==> config.mk <==
export PLATFORM = sky130hd
export DESIGN_NAME = cpu_control_unit
export DESIGN_NICKNAME = d
export VERILOG_FILES = /design/src/rtl/cpu_control_unit.sv
export SDC_FILE = /design/constraint.sdc
export NUM_CORES = 1
export LEC_CHECK = 0
export CORE_UTILIZATION = 45
export DETAILED_ROUTE_END_ITERATION = 7
export PLACE_DENSITY = 0.93
export SLEW_MARGIN = 5
export SYNTH_ARGS = -nofsm -noshare
export SYNTH_HDL_FRONTEND = slang
export SYNTH_SLANG_ARGS = --single-unit
==> constraint.sdc <==
create_clock -name clk -period 2.8 [get_ports clk]
set_input_delay 0.56 -clock clk [delete_from_list [all_inputs] [get_ports clk]]
set_output_delay 0.56 -clock clk [all_outputs]
set_load 0.02 [all_outputs]
==> src/rtl/cpu_control_unit.sv <==
// Multi-cycle control unit: accepts one 16-bit instruction, then sequences
// decode, execute and register-file write-back for an external ALU datapath.
module cpu_control_unit (
    input  logic        clk,
    input  logic        rst,
    input  logic        instr_valid,
    output logic        instr_ready,
    input  logic [15:0] instr,
    input  logic [15:0] S_out,
    input  logic        N,
    input  logic        Z,
    input  logic        V,
    input  logic        C,
    output logic        RF_en,
    output logic [2:0]  RF_addr,
    output logic [15:0] RF_data,
    output logic [2:0]  read_A,
    output logic [2:0]  read_B,
    output logic        add_or_sub,
    output logic        out_imm,
    output logic [15:0] ext_B_data,
    output logic        LHI,
    output logic        LLI,
    output logic        ctro_outR,
    output logic [3:0]  flags,
    output logic        done,
    output logic        err
);

    typedef enum logic [1:0] {
        IDLE,
        DECODE,
        EXEC,
        WB
    } state_t;

    typedef enum logic [4:0] {
        OP_NOP  = 5'd0,
        OP_ADD  = 5'd1,
        OP_SUB  = 5'd2,
        OP_ADDI = 5'd3,
        OP_SUBI = 5'd4,
        OP_LHI  = 5'd5,
        OP_LLI  = 5'd6,
        OP_OUT  = 5'd7
    } op_t;

    state_t      state;
    state_t      state_next;
    logic [15:0] ir;
    logic [15:0] result;

    logic [4:0]  op;
    logic [2:0]  rd;
    logic [2:0]  ra;
    logic [2:0]  rb;
    logic [4:0]  imm5;
    logic [7:0]  imm8;
    logic        is_write;
    logic        is_legal;

    assign op   = ir[15:11];
    assign rd   = ir[10:8];
    assign ra   = ir[7:5];
    assign rb   = ir[4:2];
    assign imm5 = ir[4:0];
    assign imm8 = ir[7:0];

    assign is_write = (op == OP_ADD) || (op == OP_SUB) || (op == OP_ADDI) ||
                      (op == OP_SUBI) || (op == OP_LHI) || (op == OP_LLI);
    assign is_legal = is_write || (op == OP_NOP) || (op == OP_OUT);

    always_ff @(posedge clk) begin
        if (rst) begin
            state  <= IDLE;
            ir     <= '0;
            result <= '0;
            flags  <= '0;
        end else begin
            state <= state_next;
            if (state == IDLE && instr_valid) begin
                ir <= instr;
            end
            // Result and flags only move for register-writing opcodes.
            if (state == EXEC && is_write) begin
                result <= S_out;
                flags  <= {N, Z, V, C};
            end
        end
    end

    always_comb begin
        state_next  = state;
        instr_ready = 1'b0;
        RF_en       = 1'b0;
        RF_addr     = '0;
        RF_data     = '0;
        read_A      = '0;
        read_B      = '0;
        add_or_sub  = 1'b0;
        out_imm     = 1'b0;
        ext_B_data  = '0;
        LHI         = 1'b0;
        LLI         = 1'b0;
        ctro_outR   = 1'b0;
        done        = 1'b0;
        err         = 1'b0;

        if (state != IDLE) begin
            read_A     = ra;
            read_B     = (op == OP_ADD || op == OP_SUB) ? rb : rd;
            add_or_sub = (op == OP_SUB) || (op == OP_SUBI);
            out_imm    = (op == OP_ADDI) || (op == OP_SUBI) ||
                         (op == OP_LHI) || (op == OP_LLI);
            if (op == OP_ADDI || op == OP_SUBI) begin
                ext_B_data = {{11{imm5[4]}}, imm5};
            end else if (op == OP_LHI || op == OP_LLI) begin
                ext_B_data = {8'h00, imm8};
            end
            LHI = (op == OP_LHI);
            LLI = (op == OP_LLI);
        end

        case (state)
            IDLE: begin
                instr_ready = 1'b1;
                if (instr_valid) begin
                    state_next = DECODE;
                end
            end
            DECODE: begin
                state_next = EXEC;
            end
            EXEC: begin
                if (is_write) begin
                    state_next = WB;
                end else begin
                    state_next = IDLE;
                    done       = 1'b1;
                    err        = !is_legal;
                    ctro_outR  = (op == OP_OUT);
                end
            end
            WB: begin
                RF_en      = 1'b1;
                RF_addr    = rd;
                RF_data    = result;
                done       = 1'b1;
                state_next = IDLE;
            end
            default: begin
                state_next = IDLE;
            end
        endcase
    end

endmodule

---- Word-level counts from Yosys, hierarchy flattened ----
Cells that the tools add are included.
storage, ports and cells
  register bits after elaboration ......... 38
  bits of input ports ..................... 39
cells by class
  equality and inequality tests ........... 11
  mux-type cells .......................... 23
  reduce and logical (&&, ||, !) cells .... 18
operators with widths
  operator                                             number
  2-to-1 mux 16 bit                                    3
  equality test 5 x 3 -> 1 bit, second input constant  4
  logical OR 1 bit                                     12
  2-to-1 mux 3 bit                                     4
  2-to-1 mux 1 bit                                     11
  equality test 5 x 2 -> 1 bit, second input constant  2
  2-to-1 mux 8 bit                                     1
  one-hot mux 2 bit (4 select lines)                   1
  equality test 5 x 1 -> 1 bit, second input constant  1
  zero test 5 bit                                      1
  equality test 2 bit, second input constant           2
  2-to-1 mux 2 bit                                     2
  equality test 2 x 1 -> 1 bit, second input constant  1
  logical AND 1 bit                                    2
  zero test 2 bit                                      1
  != test 2 bit, second input constant                 1
  one-hot mux 1 bit (2 select lines)                   1
  nonzero test 2 bit                                   1
  zero test 1 bit                                      1

---- Longest topological paths before layout ----
Gate-level depths: netlist of run 1.
  depth after elaboration ................. 11
  gate-level depth with buffers ........... 6
  mapped depth without buffers ............ 3

---- Least setup slack after synthesis of run 1 ----
Ideal clock, no wire load.
  kind .................................... register to output
  start ................................... register ir[13]
  end ..................................... output port ext_B_data[10]
  arrival time ............................ 1,771 ps
  required time ........................... 2,240 ps
  slack ................................... 469 ps
  cell stages (with the launch flop) ...... 6
  path through ............................ dfxtp_1 -> buf_1 -> nor3b_1 -> o211ai_1 -> nor2_1 -> buf_4
between the ends
  longest elaborated chain between the ends .. 4
RTL lines
  element                                                                       RTL line  source
  from (decl)                                                                   50        logic [15:0] ir;
  from (signal assigned)                                                        82        ir <= instr;
  equality test 5 x 2 -> 1 bit or equality test 5 x 3 -> 1 bit (tied branches)  115       if (op == OP_ADDI || op == OP_SUBI) begin
  logical OR 1 bit *                                                            115
  2-to-1 mux 16 bit *                                                           115
  2-to-1 mux 16 bit *                                                           109       if (state != IDLE) begin
  to (decl)                                                                     21        output logic [15:0] ext_B_data,
Mark *: on every way between the ends. The rest lies on a longest branch, timed or not.

---- Worst setup path in the final report of run 1 ----
  start ................................... register ir[12]
  end ..................................... output port ext_B_data[7]
between the ends
  longest elaborated chain between the ends .. 5
RTL lines
  element                       RTL line  source
  equality test 5 x 3 -> 1 bit  117       end else if (op == OP_LHI || op == OP_LLI) begin
  logical OR 1 bit              117
  2-to-1 mux 8 bit              117
  2-to-1 mux 16 bit *           115
  2-to-1 mux 16 bit *           109
Marked as above.

==> run summary, run 1 <==
CRITICAL PATH
-----------------------------------------------------------------------------------------
Reg-to-Reg Start                                                                 state[1]
Number of cells on the worst reg-to-reg path                                            5
Buffers & Inverters on Critical Path                                                    1
Type of element capturing the critical path                                  primary output
Critical path's slowest cell                                                 clkdlybuf4s50_1
Worst reg2reg path endpoint                                                    result[10]
Max Fanout on Critical Path                                                            11
Data arrival, critical path                                                       2110 ps
Critical path's top delay family                                             buffers and inverters
Category of the critical setup timing path                                   flip-flop to primary output
Critical Path Max Stage Delay                                                      630 ps
Series of cell instances along the critical path                             xor2_1 > nand4_1 > a21oi_1 > clkdlybuf4s50_1
Worst setup path start                                                             ir[12]
Setup slack, reg-to-reg                                                           1150 ps
Data required time of the critical path                                           2240 ps
Worst setup SP type                                                             flip-flop

STA
-----------------------------------------------------------------------------------------
Setup violations, final                                                                 0
Final Hold Fails                                                                        0
Pins over their slew limit                                                              0
Setup Skew                                                                        7.05 ps
Crit share post-route                                                               0.953
FMAX                                                                              375 MHz
Accumulated negative setup slack                                                     0 ps
Relative slew margins                                                               0.515
Unrepaired setup endpoints after global routing                                     false
Min Tclk post-route                                                               2670 ps
Final setup margin                                                                 132 ps
Tightest Pin Transition                                                            725 ps

PWR
-----------------------------------------------------------------------------------------
Static Leakage                                                                 0.00118 uW
Pwr Density                                                                   392 nW/um^2
Maximum vdd ir drop                                                              0.400 mV

HOLD PATH
-----------------------------------------------------------------------------------------
Worst hold path cell count                                                              2
Hold path endpoint                                                               flags[1]
Hold_sp                                                                          flags[1]
Tightest Hold Check Type                                                     flip-flop to flip-flop

CELLS AND AREA
-----------------------------------------------------------------------------------------
Area of all placed cells without fillers                                        3040 um^2
Area used by multi-input combinational logic                                    1150 um^2
Post-route core utilization                                                         0.689
Area growth syn-to-layout                                                           45.7%
Filler cell count                                                                     351
Count of inserted antenna diode cells                                                   0
Share of final-layout standard cells stronger than drive strength 1                0.0673
Net count reported at finish                                                          350
FF/Latch Area                                                                    764 um^2

SYNTH
-----------------------------------------------------------------------------------------
Mean Syn Cell Area                                                              8.96 um^2
Number of unique standard cell types used by synthesis                                 31
Mapped Nets                                                                           272
#FFs+latches synth                                                                     38
Top flip-flop cell by instance count after synthesis                              dfxtp_1
Number of standard cells after synthesis                                              233
Fraction of the yosys area taken by sequential cells                                0.364
Total of warnings raised by yosys                                                       0
Proportion of register bits with asynchronous set or reset after synthesis              0
Post-Syn Area                                                                   2090 um^2
Count of flip-flops with a built-in enable after synthesis                              0

CLOCKING
-----------------------------------------------------------------------------------------
Skew-Pair Late Insertion Delay                                                     270 ps
# clock sinks                                                                          38
Post-CTS setup repair buffer count                                                      0
Buffer depth of the longest clock path                                                  2
Clock transition at path regs                                                       70 ps
Root Driver                                                                      clkbuf_8
TritonCTS clock tree                                                                built
Num CTS Buffers                                                                         5
H-tree levels                                                                           2

GLOBAL ROUTING
-----------------------------------------------------------------------------------------
Total global routing track utilization                                              0.203
Number of global-route vias before repair                                            1726
Remaining global-route overflow                                                         0
Initial antenna violation count                                                         0
First-pass GRT wire length                                                        8010 um
Largest net degree at the start of global routing                                      59

DIE
-----------------------------------------------------------------------------------------
Die height                                                                        70.1 um
Site row count                                                                         24
Die boundary width                                                                70.1 um
Die footprint                                                                   4920 um^2
I/O pin count                                                                          93
Initial core utilization                                                            0.473
Placeable core region                                                           4410 um^2

OUTCOME
-----------------------------------------------------------------------------------------
Result of the run                                                               completed

DETAILED ROUTING
-----------------------------------------------------------------------------------------
Initial drt markers                                                                    99
Wire per inst                                                                     13.9 um
Via count                                                                            1833
Remaining routing DRC violations                                                        0
First-pass DRT Iterations                                                               4
Total routed wirelength                                                           5050 um
Ratio of routed vias to standard cells                                               5.04
Number of routed nets with antenna violations                                           0

PLACEMENT
-----------------------------------------------------------------------------------------
HPWL reported at the end of detailed placement                                    3670 um
Setup Slack @ Placement                                                            233 ps
Final weighted congestion in routability-driven placement                           0.796
PortBufs                                                                               92
Post-place instance area                                                        2940 um^2

FLOW RUN
-----------------------------------------------------------------------------------------
Reported max-cap violation count                                                        0

-- stage by stage --
stage          cells  power [uW]  hold slack, ps
6_report         364        1190             471
5_1_grt          364        1260             488
4_1_cts          364        1200             475
3_5_place_dp     356         832             460
3_3_place_gp     356         824             454
2_1_floorplan    233         732             444
-- flip-flops by register name, summed over array words and instances (netlist names) --
signal and count:
flags 4, result 16, ir 16, state 2
-- kinds of logic after synthesis --
family,after synthesis,synth area share
compound gates,15,0.0473
simple gates,113,0.313
flops,38,0.364
xor+xnor,3,0.0126
buf+inv,28,0.0905
mux,36,0.173
-- layout make-up --
class,instances,area share
Sequential cell,38,0.251
Clock buffer,7,0.0284
Tap cell,52,0.0214
Clock inverter,1,0.00164
Multi-Input combinational cell,167,0.377
Timing Repair Buffer,99,0.320
-- metal layers --
metal / up-vias / wire length (um) / track usage
met5: - / 0 / 0
met4: 0 / 102 / 0.0711
met3: 8 / 143 / 0.0361
met2: 40 / 2600 / 0.344
met1: 854 / 2200 / 0.258
li1: 931 / - / -
-- power breakdown --
part | switching (uW) | internal, uW | leakage (uW)
logic | 107 | 127 | 0.000826
registers | 24.2 | 564 | 0.000310
clock network | 173 | 199 | 0.0000482
-- timing repair --
action	CTS	global route
resized for setup	1	4
hold endpoints to repair	0	0
pin swaps	0	1
setup endpoints to repair	8	15
hold buffers	0	0
-- tightest hold or removal path, cell delays in order (launching register included) --
cell and delay, ps:
dfxtp_1 310, nand2b_1 60, mux2i_1 50
-- synthesized netlist by cell type, types with 4 or more instances --
master | count | area share
clkbuf_1 | 10 | 0.018
nand3_1 | 6 | 0.014
nor2_1 | 20 | 0.036
nand2b_1 | 40 | 0.12
and3_1 | 20 | 0.060
and2_1 | 6 | 0.018
a21oi_1 | 6 | 0.014
dfxtp_1 | 38 | 0.36
buf_4 | 8 | 0.029
mux2i_1 | 36 | 0.17
nor2b_1 | 4 | 0.012
buf_2 | 5 | 0.012
-- layout by cell type (no fill, tap or decap), drive strengths merged --
cell type	n
a21boi	1
a21oi	6
and2	6
and3	20
and3b	1
buf	7
clkbuf	7
clkdlybuf4s50	92
clkinv	1
dfxtp	38
mux2i	36
nand2	2
nand2b	40
nand3	6
nand3b	1
nand4	3
nor2	20
nor2b	4
nor3	3
nor3b	3
nor4b	2
o211ai	1
o21a	1
o21ai	3
o21ba	2
o221a	1
or3	2
xnor2	1
xor2	2
-- worst max-delay path by stage --
stage,endpoint,slack (ps),cells after the start
2_1_floorplan,ext_B_data[10],470,5
3_3_place_gp,ext_B_data[8],300,4
3_5_place_dp,ext_B_data[13],230,4
4_1_cts,ext_B_data[13],50,4
5_1_grt,ext_B_data[13],7,4
6_report,ext_B_data[7],130,4
No activity file was read; power rests on OpenSTA's default activity.
==> inputs of run 2 (changes only) <==
--- a/config.mk
+++ b/config.mk
@@ -5,6 +5,7 @@
 export SDC_FILE = /design/constraint.sdc
 export NUM_CORES = 1
 export LEC_CHECK = 0
+export ABC_CLOCK_PERIOD_IN_PS = 2800
 export CORE_UTILIZATION = 45
 export DETAILED_ROUTE_END_ITERATION = 7
 export PLACE_DENSITY = 0.93
==> results of run 2 <==
No change in the layout: final DEF, timing and power equal those of run 1.
